File: config.mk
export PLATFORM = sky130hd
export DESIGN_NAME = axi4_lite_reg_slave
export DESIGN_NICKNAME = d
export VERILOG_FILES = /design/src/rtl/axi4_lite_reg_slave.sv
export SDC_FILE = /design/constraint.sdc
export NUM_CORES = 1
export LEC_CHECK = 0
export CORE_MARGIN = 3
export CORE_UTILIZATION = 35
export CTS_CLUSTER_DIAMETER = 60
export DETAILED_ROUTE_END_ITERATION = 10
export GPL_TIMING_DRIVEN = 0
export PLACE_DENSITY_LB_ADDON = 0.2
export SLEW_MARGIN = 20
export SYNTH_ARGS = -nofsm -noshare
export SYNTH_HDL_FRONTEND = slang
export SYNTH_SLANG_ARGS = --single-unit
File: constraint.sdc
create_clock -name ACLK -period 5.4 [get_ports ACLK]
set_input_delay 1.08 -clock ACLK [delete_from_list [all_inputs] [get_ports ACLK]]
set_output_delay 1.08 -clock ACLK [all_outputs]
set_load 0.005 [all_outputs]
File: src/rtl/axi4_lite_reg_slave.sv
// AXI4-Lite slave that ends the bus in a flat register file.
// AW and W are captured independently. The write commits on the edge where
// both are present. Byte lanes are written under WSTRB, and any address bit
// above the register index gives SLVERR. Reads take one handshake and then
// hold RDATA/RRESP until RREADY.
//
// Ports:
//   ACLK, ARESETN                  clock, async active-low reset
//   AWADDR/AWVALID/AWREADY         write address channel
//   WDATA/WSTRB/WVALID/WREADY      write data channel
//   BRESP/BVALID/BREADY            write response channel (00 OKAY, 10 SLVERR)
//   ARADDR/ARVALID/ARREADY         read address channel
//   RDATA/RRESP/RVALID/RREADY      read data channel
`timescale 1ns/1ps
module axi4_lite_reg_slave #(
   parameter int ADDR_WIDTH = 32,
   parameter int DATA_WIDTH = 32,
   parameter int NUM_REGS   = 16
) (
   input  logic                    ACLK,
   input  logic                    ARESETN,
   input  logic [ADDR_WIDTH-1:0]   AWADDR,
   input  logic                    AWVALID,
   output logic                    AWREADY,
   input  logic [DATA_WIDTH-1:0]   WDATA,
   input  logic [DATA_WIDTH/8-1:0] WSTRB,
   input  logic                    WVALID,
   output logic                    WREADY,
   output logic [1:0]              BRESP,
   output logic                    BVALID,
   input  logic                    BREADY,
   input  logic [ADDR_WIDTH-1:0]   ARADDR,
   input  logic                    ARVALID,
   output logic                    ARREADY,
   output logic [DATA_WIDTH-1:0]   RDATA,
   output logic [1:0]              RRESP,
   output logic                    RVALID,
   input  logic                    RREADY
);

   localparam int STRB_WIDTH = DATA_WIDTH / 8;
   localparam int OB         = $clog2(STRB_WIDTH);
   localparam int IW         = $clog2(NUM_REGS);
   localparam int TOP        = OB + IW;

   localparam logic [1:0] RESP_OKAY   = 2'b00;
   localparam logic [1:0] RESP_SLVERR = 2'b10;

   logic [DATA_WIDTH-1:0] regs [NUM_REGS];

   logic                  aw_held;
   logic [ADDR_WIDTH-1:0] aw_addr_q;
   logic                  w_held;
   logic [DATA_WIDTH-1:0] w_data_q;
   logic [STRB_WIDTH-1:0] w_strb_q;

   logic                  aw_hs;
   logic                  w_hs;
   logic                  ar_hs;
   logic                  commit;

   logic [ADDR_WIDTH-1:0] wr_addr;
   logic [DATA_WIDTH-1:0] wr_data;
   logic [STRB_WIDTH-1:0] wr_strb;
   logic [IW-1:0]         wr_idx;
   logic [IW-1:0]         rd_idx;
   logic                  wr_oor;
   logic                  rd_oor;

   // The byte-offset bits of both addresses are don't-care.
   logic unused_offset_bits;
   assign unused_offset_bits = ^{wr_addr[OB-1:0], ARADDR[OB-1:0]};

   // READY depends only on registered state. This keeps any VALID-to-READY
   // combinational loop out of the master.
   assign AWREADY = ARESETN & ~aw_held & ~BVALID;
   assign WREADY  = ARESETN & ~w_held  & ~BVALID;
   assign ARREADY = ARESETN & ~RVALID;

   assign aw_hs = AWVALID & AWREADY;
   assign w_hs  = WVALID  & WREADY;
   assign ar_hs = ARVALID & ARREADY;

   // Commit on the edge where the second half arrives, or on the edge where
   // both halves arrive together. The half that is not yet held comes from
   // the bus directly.
   assign commit  = (aw_held | aw_hs) & (w_held | w_hs);
   assign wr_addr = aw_held ? aw_addr_q : AWADDR;
   assign wr_data = w_held  ? w_data_q  : WDATA;
   assign wr_strb = w_held  ? w_strb_q  : WSTRB;

   assign wr_idx = wr_addr[TOP-1:OB];
   assign rd_idx = ARADDR[TOP-1:OB];
   assign wr_oor = |(wr_addr >> TOP);
   assign rd_oor = |(ARADDR  >> TOP);

   always_ff @(posedge ACLK or negedge ARESETN) begin
      if (!ARESETN) begin
         aw_held   <= 1'b0;
         aw_addr_q <= '0;
         w_held    <= 1'b0;
         w_data_q  <= '0;
         w_strb_q  <= '0;
      end else begin
         if (aw_hs) aw_addr_q <= AWADDR;
         if (w_hs) begin
            w_data_q <= WDATA;
            w_strb_q <= WSTRB;
         end
         if (commit) begin
            aw_held <= 1'b0;
            w_held  <= 1'b0;
         end else begin
            if (aw_hs) aw_held <= 1'b1;
            if (w_hs)  w_held  <= 1'b1;
         end
      end
   end

   always_ff @(posedge ACLK or negedge ARESETN) begin
      if (!ARESETN) begin
         BVALID <= 1'b0;
         BRESP  <= RESP_OKAY;
      end else if (commit) begin
         BVALID <= 1'b1;
         BRESP  <= wr_oor ? RESP_SLVERR : RESP_OKAY;
      end else if (BVALID && BREADY) begin
         BVALID <= 1'b0;
      end
   end

   always_ff @(posedge ACLK or negedge ARESETN) begin
      if (!ARESETN) begin
         for (int r = 0; r < NUM_REGS; r++) regs[r] <= '0;
      end else if (commit && !wr_oor) begin
         for (int i = 0; i < STRB_WIDTH; i++) begin
            if (wr_strb[i]) regs[wr_idx][8*i +: 8] <= wr_data[8*i +: 8];
         end
      end
   end

   // A read that lands on the commit edge samples regs before the
   // non-blocking write, so it returns the pre-write value.
   always_ff @(posedge ACLK or negedge ARESETN) begin
      if (!ARESETN) begin
         RVALID <= 1'b0;
         RRESP  <= RESP_OKAY;
         RDATA  <= '0;
      end else if (ar_hs) begin
         RVALID <= 1'b1;
         RRESP  <= rd_oor ? RESP_SLVERR : RESP_OKAY;
         RDATA  <= rd_oor ? '0 : regs[rd_idx];
      end else if (RVALID && RREADY) begin
         RVALID <= 1'b0;
      end
   end

endmodule

; ---- After elaboration in Yosys (flattened, before gate mapping)
; Cells that the tools add are included.
[classes]
n_addsub = 0
mul = 0
n_div = 0
magnitude_cmp = 3
eq_ne = 0
shift = 0
mux = 36
bitwise = 17
reduce_logical = 11
[op_table]
columns = operator, count
row1 = $mux W512, 7
row2 = $bwmux W512, 4
row3 = $demux W32 S4, 4
row4 = $mux W32, 6
row5 = $bmux W32 S4, 1
row6 = $reduce_or A26 Y1, 2
row7 = $mux W24, 1
row8 = $mux W16, 1
row9 = $ge A5 B5 Y1 const B, 2
row10 = $not A4 Y5, 2
row11 = $and A1 B1 Y1, 9
row12 = $mux W1, 8
row13 = $mux W8, 1
row14 = $reduce_bool A2 Y1, 4
row15 = $lt A5 B1 Y1 const B, 1
row16 = $logic_and A1 B1 Y1, 4
row17 = $mux W2, 2
row18 = $mux W4, 1
row19 = $not A1 Y1, 4
row20 = $or A1 B1 Y1, 2
row21 = $logic_not A1 Y1, 1
[totals]
regBits = 620
latchBits = 0
mem_bits_rw = 0
rom_bits = 0
mem_count = 0

; ---- Logic depth before layout (Yosys ltp)
[logic_depth]
depth_word = 17
depth_mapped = 8

; ---- Worst setup path after synthesis
; OpenSTA, ideal clock, no wires.
[synth_timing]
kind = input-to-reg
from = input port AWADDR[14]
to = register regs[152] (netlist bit)
setup_time_ps = 125
arrival_time_ps = 3135
required_time_ps = 5275
path_slack_ps = 2140
stages = 8
path_cell_list = nor4_1 nand4_1 or4_1 clkbuf_1 buf_2 buf_2 a211oi_4 mux2_2
[synth_via]
elab_chain_len = 4
[synth_lines]
columns = item, line_no
row1 = "start, declared", 22  ; input logic [ADDR_WIDTH-1:0] AWADDR,
row2 = $mux W32, 88  ; assign wr_addr = aw_held ? aw_addr_q : AWADDR;
row3 = $reduce_or A26 Y1, 94  ; assign wr_oor = |(wr_addr >> TOP);
row4 = $logic_not A1 Y1, 135  ; end else if (commit && !wr_oor) begin
row5 = $logic_and A1 B1 Y1, 135
row6 = "end signal, assigned by index", 137  ; if (wr_strb[i]) regs[wr_idx][8*i +: 8] <= wr_data[8*i +: 8];
row7 = "end, declared", 49  ; logic [DATA_WIDTH-1:0] regs [NUM_REGS];
; No other way between the ends.
; A chain may end at the register's enable or synchronous reset.

; ---- Worst setup path after layout
[layout_timing]
from = input port ARESETN
to = register RDATA[28]
[layout_via]
elab_chain_len = 2
[layout_lines]
columns = item, line_no
row1 = "start, declared", 21  ; input logic ARESETN,
row2 = $and A1 B1 Y1, 78  ; assign ARREADY = ARESETN & ~RVALID;
row3 = $and A1 B1 Y1, 82  ; assign ar_hs = ARVALID & ARREADY;
row4 = "end signal, assigned", 152  ; RDATA <= rd_oor ? '0 : regs[rd_idx];
row5 = "end, declared", 35  ; output logic [DATA_WIDTH-1:0] RDATA,
; No other way between the ends.

==> impl_summary.md <==
Clocking
Buffers inserted during clock tree synthesis total 75. The clock root buffer is sky130_fd_sc_hd__clkbuf_16. The maximum buffer depth of the clock tree is 3. The H-tree level count is 3. The CTS tree is built. After clock tree synthesis, the clock-pin slew on the worst setup and hold paths is 60 ps. The source-to-sink clock delay at the later pin of the worst-skew pair is 610 ps.

The number of gates resized after CTS was 0. In this run the post-CTS setup repair buffer count came out at 0. The count of hold-fix buffers inserted at cts is 0. The clock net in this run drives a total of 616 sinks.

Power
The maximum VDD drop is 0.000209 V. The static power due to leakage is 14.9 nW. The power density over the cells is 336 nW/um2.

GRT
The largest net degree at the start of global routing is 99. Summed over all layers, the global routing overflow is 0. The first global-routing pass estimated 119000 um of wire. The overall global routing resource usage is 18.8%. The initial antenna violation count is 0.

The number of global-route vias before repair was 18.0k.

Yosys
Yosys printed 0 warnings. In the synthesized netlist, the cells that appear most often are 616 x sky130_fd_sc_hd__dfrtp_1, 612 x sky130_fd_sc_hd__mux2_2, 160 x sky130_fd_sc_hd__mux4_2. Of the synthesized area, sequential elements account for 54.0%.

The cell area after synthesis is 28500 um2. The mean instance size in the synthesized netlist is 16.3 um2. The portion of synthesized cell area occupied by the leading cell type is 54.0%. Synthesis handed over a netlist of 1754 instances. Among all cell types in the netlist, the one instantiated most often is sky130_fd_sc_hd__dfrtp_1. Ranked by total cell area, the synthesized netlist is headed by sky130_fd_sc_hd__dfrtp_1 54%, sky130_fd_sc_hd__mux2_2 24%, sky130_fd_sc_hd__mux4_2 13%, sky130_fd_sc_hd__a211oi_4 3.4%, sky130_fd_sc_hd__clkbuf_1 0.86%. For this run, the leading register cell type out of synthesis is sky130_fd_sc_hd__dfrtp_1. The number of synthesized flops with an enable pin is 0. After synthesis, the netlist uses 33 different library cells. The largest total area in the synthesized netlist belongs to sky130_fd_sc_hd__dfrtp_1.

For this run, asynchronously set or reset flops after synthesis account for 100%. The flop and latch count out of synthesis is 616.

Routing
The number of vias after detailed routing is 16.4k. The mean number of vias per cell is 5.28. The routed wire length per instance is 25.3 um. The length of the first detailed-routing pass in iterations is 5. In the routed design, unresolved DRC markers number 0.

After the first detailed-routing iteration, the DRC count stood at 805. The post-detailed-route count of antenna-violating nets is 0. The final wirelength is 78500 um.

Die
The horizontal die dimension is 291 um. The starting density of the core is 35.4%. The standard cell core area is 80700 um2.

The count of pins on the block boundary is 148. The floorplan has 104 rows. The total die area is 84900 um2. The y dimension of the die is 291 um.

Critical path
Data on the critical path arrives at its endpoint at 5070 ps. The required time reported for the critical path endpoint is 5920 ps. The top fanout value on the critical path is 98. The worst setup path is launched from an input port. The critical path is of the in2reg type. The worst setup path is captured at a flip-flop.

Outcome
The flow ran to the end, and the final reports show no timing, DRC or antenna violations.

Place
Timing analysis after detailed placement gives a worst setup slack of 154 ps. The total placed cells including tap cells is 2960. At the end of routability-driven placement, the weighted congestion stood at 0.729.

The total of buffers placed on input and output ports is 138. The half-perimeter wire length after placement is 53500 um.

Finish
After the flow finishes, the layout carries non-filler instances totaling 3100. After the last flow step, the layout net total stands at 2084. Fill cells in the final layout number 7280. The area growth from synthesis to layout is 18.9%. The layout cell share with drive strength beyond 1 is 49.2%.

Timing
In the final timing run, aggregate negative setup slack is 0 ps. The total count of hold-check failures in the final report is 0. Between clock sinks in the finished design, the worst skew comes to 21.2 ps. The final count of pins violating max slew was 0.

The final critical-path required period is 4540 ps. Setup slack on the critical path of the routed design comes to 857 ps. The worst max-slew margin expressed relative to the limit is 20.0%. The measured slew at the worst slew-check pin is 1200 ps. The maximum clock rate is 220 MHz. The share of the clock period used by the worst path after layout is 84.1%. Setup repair after global routing left no endpoint under its margin. The number of endpoints failing setup at the final stage is 0.

Job
The tool flagged a number of max-cap violations equal to 0.

Worst hold path
In this run the worst hold path is classified as in2async.
[path summary, 6_finish.rpt]
kind	startpoint	endpoint	slack [ps]	depth (start not counted)
hold / removal	ARESETN	RDATA[9]$_DFFE_PN0P_	430	1
setup / recovery	ARESETN	RDATA[28]$_DFFE_PN0P_	860	9
min in group ACLK	RDATA[0]$_DFFE_PN0P_	RDATA[0]$_DFFE_PN0P_	480	2
hold reg to reg	RDATA[0]$_DFFE_PN0P_	RDATA[0]$_DFFE_PN0P_	480	2
max in group asynchronous	ARESETN	regs[115]$_DFFE_PN0P_	3160	4
setup reg to reg	aw_held$_DFFE_PN0P_	regs[77]$_DFFE_PN0P_	1890	7
[where the power goes]
group          switching [mW]  leakage (nW)  internal (mW)
Clock                    2.01          1.18           2.89
Sequential              0.130          8.45           4.88
Combinational           0.923          5.26          0.555
[placed cells by master, fill, tap and decap left out, types with 4 or more instances in the layout]
master                            netlist  layout
sky130_fd_sc_hd__clkbuf_8               0      12
sky130_fd_sc_hd__nor3_1                 8       8
sky130_fd_sc_hd__buf_2                 13      22
sky130_fd_sc_hd__o32ai_1                8       8
sky130_fd_sc_hd__inv_1                 41      41
sky130_fd_sc_hd__clkinv_2               0      10
sky130_fd_sc_hd__nor4_1                12      12
sky130_fd_sc_hd__clkbuf_1              65      87
sky130_fd_sc_hd__mux2_2               612     612
sky130_fd_sc_hd__a211oi_4              49      57
sky130_fd_sc_hd__buf_6                  5       6
sky130_fd_sc_hd__dfrtp_1              616     616
sky130_fd_sc_hd__o211ai_2               4       4
sky130_fd_sc_hd__nor2_1                 7       7
sky130_fd_sc_hd__nand2_1               55      55
sky130_fd_sc_hd__a211oi_2              15       7
sky130_fd_sc_hd__buf_16                 0       6
sky130_fd_sc_hd__buf_4                  6       6
sky130_fd_sc_hd__clkbuf_16              0      78
sky130_fd_sc_hd__buf_1                 21       8
sky130_fd_sc_hd__o21ai_0               36      36
sky130_fd_sc_hd__clkbuf_2               1       7
sky130_fd_sc_hd__clkdlybuf4s50_1        0     137
sky130_fd_sc_hd__clkinv_4               0       4
sky130_fd_sc_hd__mux4_2               160     160
[registers in the layout, summed over array words and instances, names as in the netlist, 4 cells and up]
signal / count
aw_addr_q: 30
RDATA: 32
w_strb_q: 4
w_data_q: 32
regs: 512
[per-layer routing]
layer / global-route usage [%] / routed length, um
met5: 0 / 0
met4: 6.44 / 2320
met3: 3.56 / 3330
met2: 30.8 / 38200
met1: 25.1 / 34700
[kinds of logic after synthesis]
logic type	count (synthesis)	synth area share [%]
buf+inv	152	2.27
compound gates	116	5.25
other cells	1	0.0131
mux	772	36.8
flops	616	54.0
simple gates	97	1.62
[through the flow]
stage / power (mW) / area (um2) / hold slack (ps) / util [%]
2_1_floorplan: 5.93 / 28500 / 473 / -
3_3_place_gp: 6.53 / 31200 / 468 / 38.7
3_5_place_dp: 6.58 / 31500 / 471 / 39.0
4_1_cts: 11.6 / 33900 / 414 / 42.0
5_1_grt: 11.9 / 33900 / 450 / 42.0
6_report: 11.4 / 33900 / 428 / 42.0
[critical path, stage by stage]
cell,delay [ps]
sky130_fd_sc_hd__buf_8,400
sky130_fd_sc_hd__buf_16,410
sky130_fd_sc_hd__buf_16,410
sky130_fd_sc_hd__nor2b_1,240
sky130_fd_sc_hd__nand2_1,590
sky130_fd_sc_hd__nor3_1,380
sky130_fd_sc_hd__nand4_1,490
sky130_fd_sc_hd__clkbuf_1,510
sky130_fd_sc_hd__o21ai_0,290
[cell type report]
cell class / count / area [um2] / share of cell area [%]
inverter: 41 / 154 / 0.454
timing repair buffer: 145 / 1560 / 4.61
sequential: 616 / 15400 / 45.4
antenna: 2 / 5.00 / 0.0148
buffer: 111 / 513 / 1.51
multi-input combinational: 987 / 12500 / 36.9
clock inverter: 24 / 213 / 0.627
tap: 1060 / 1330 / 3.91
clock buffer: 114 / 2210 / 6.51
No activity file was read; power rests on OpenSTA's default activity.
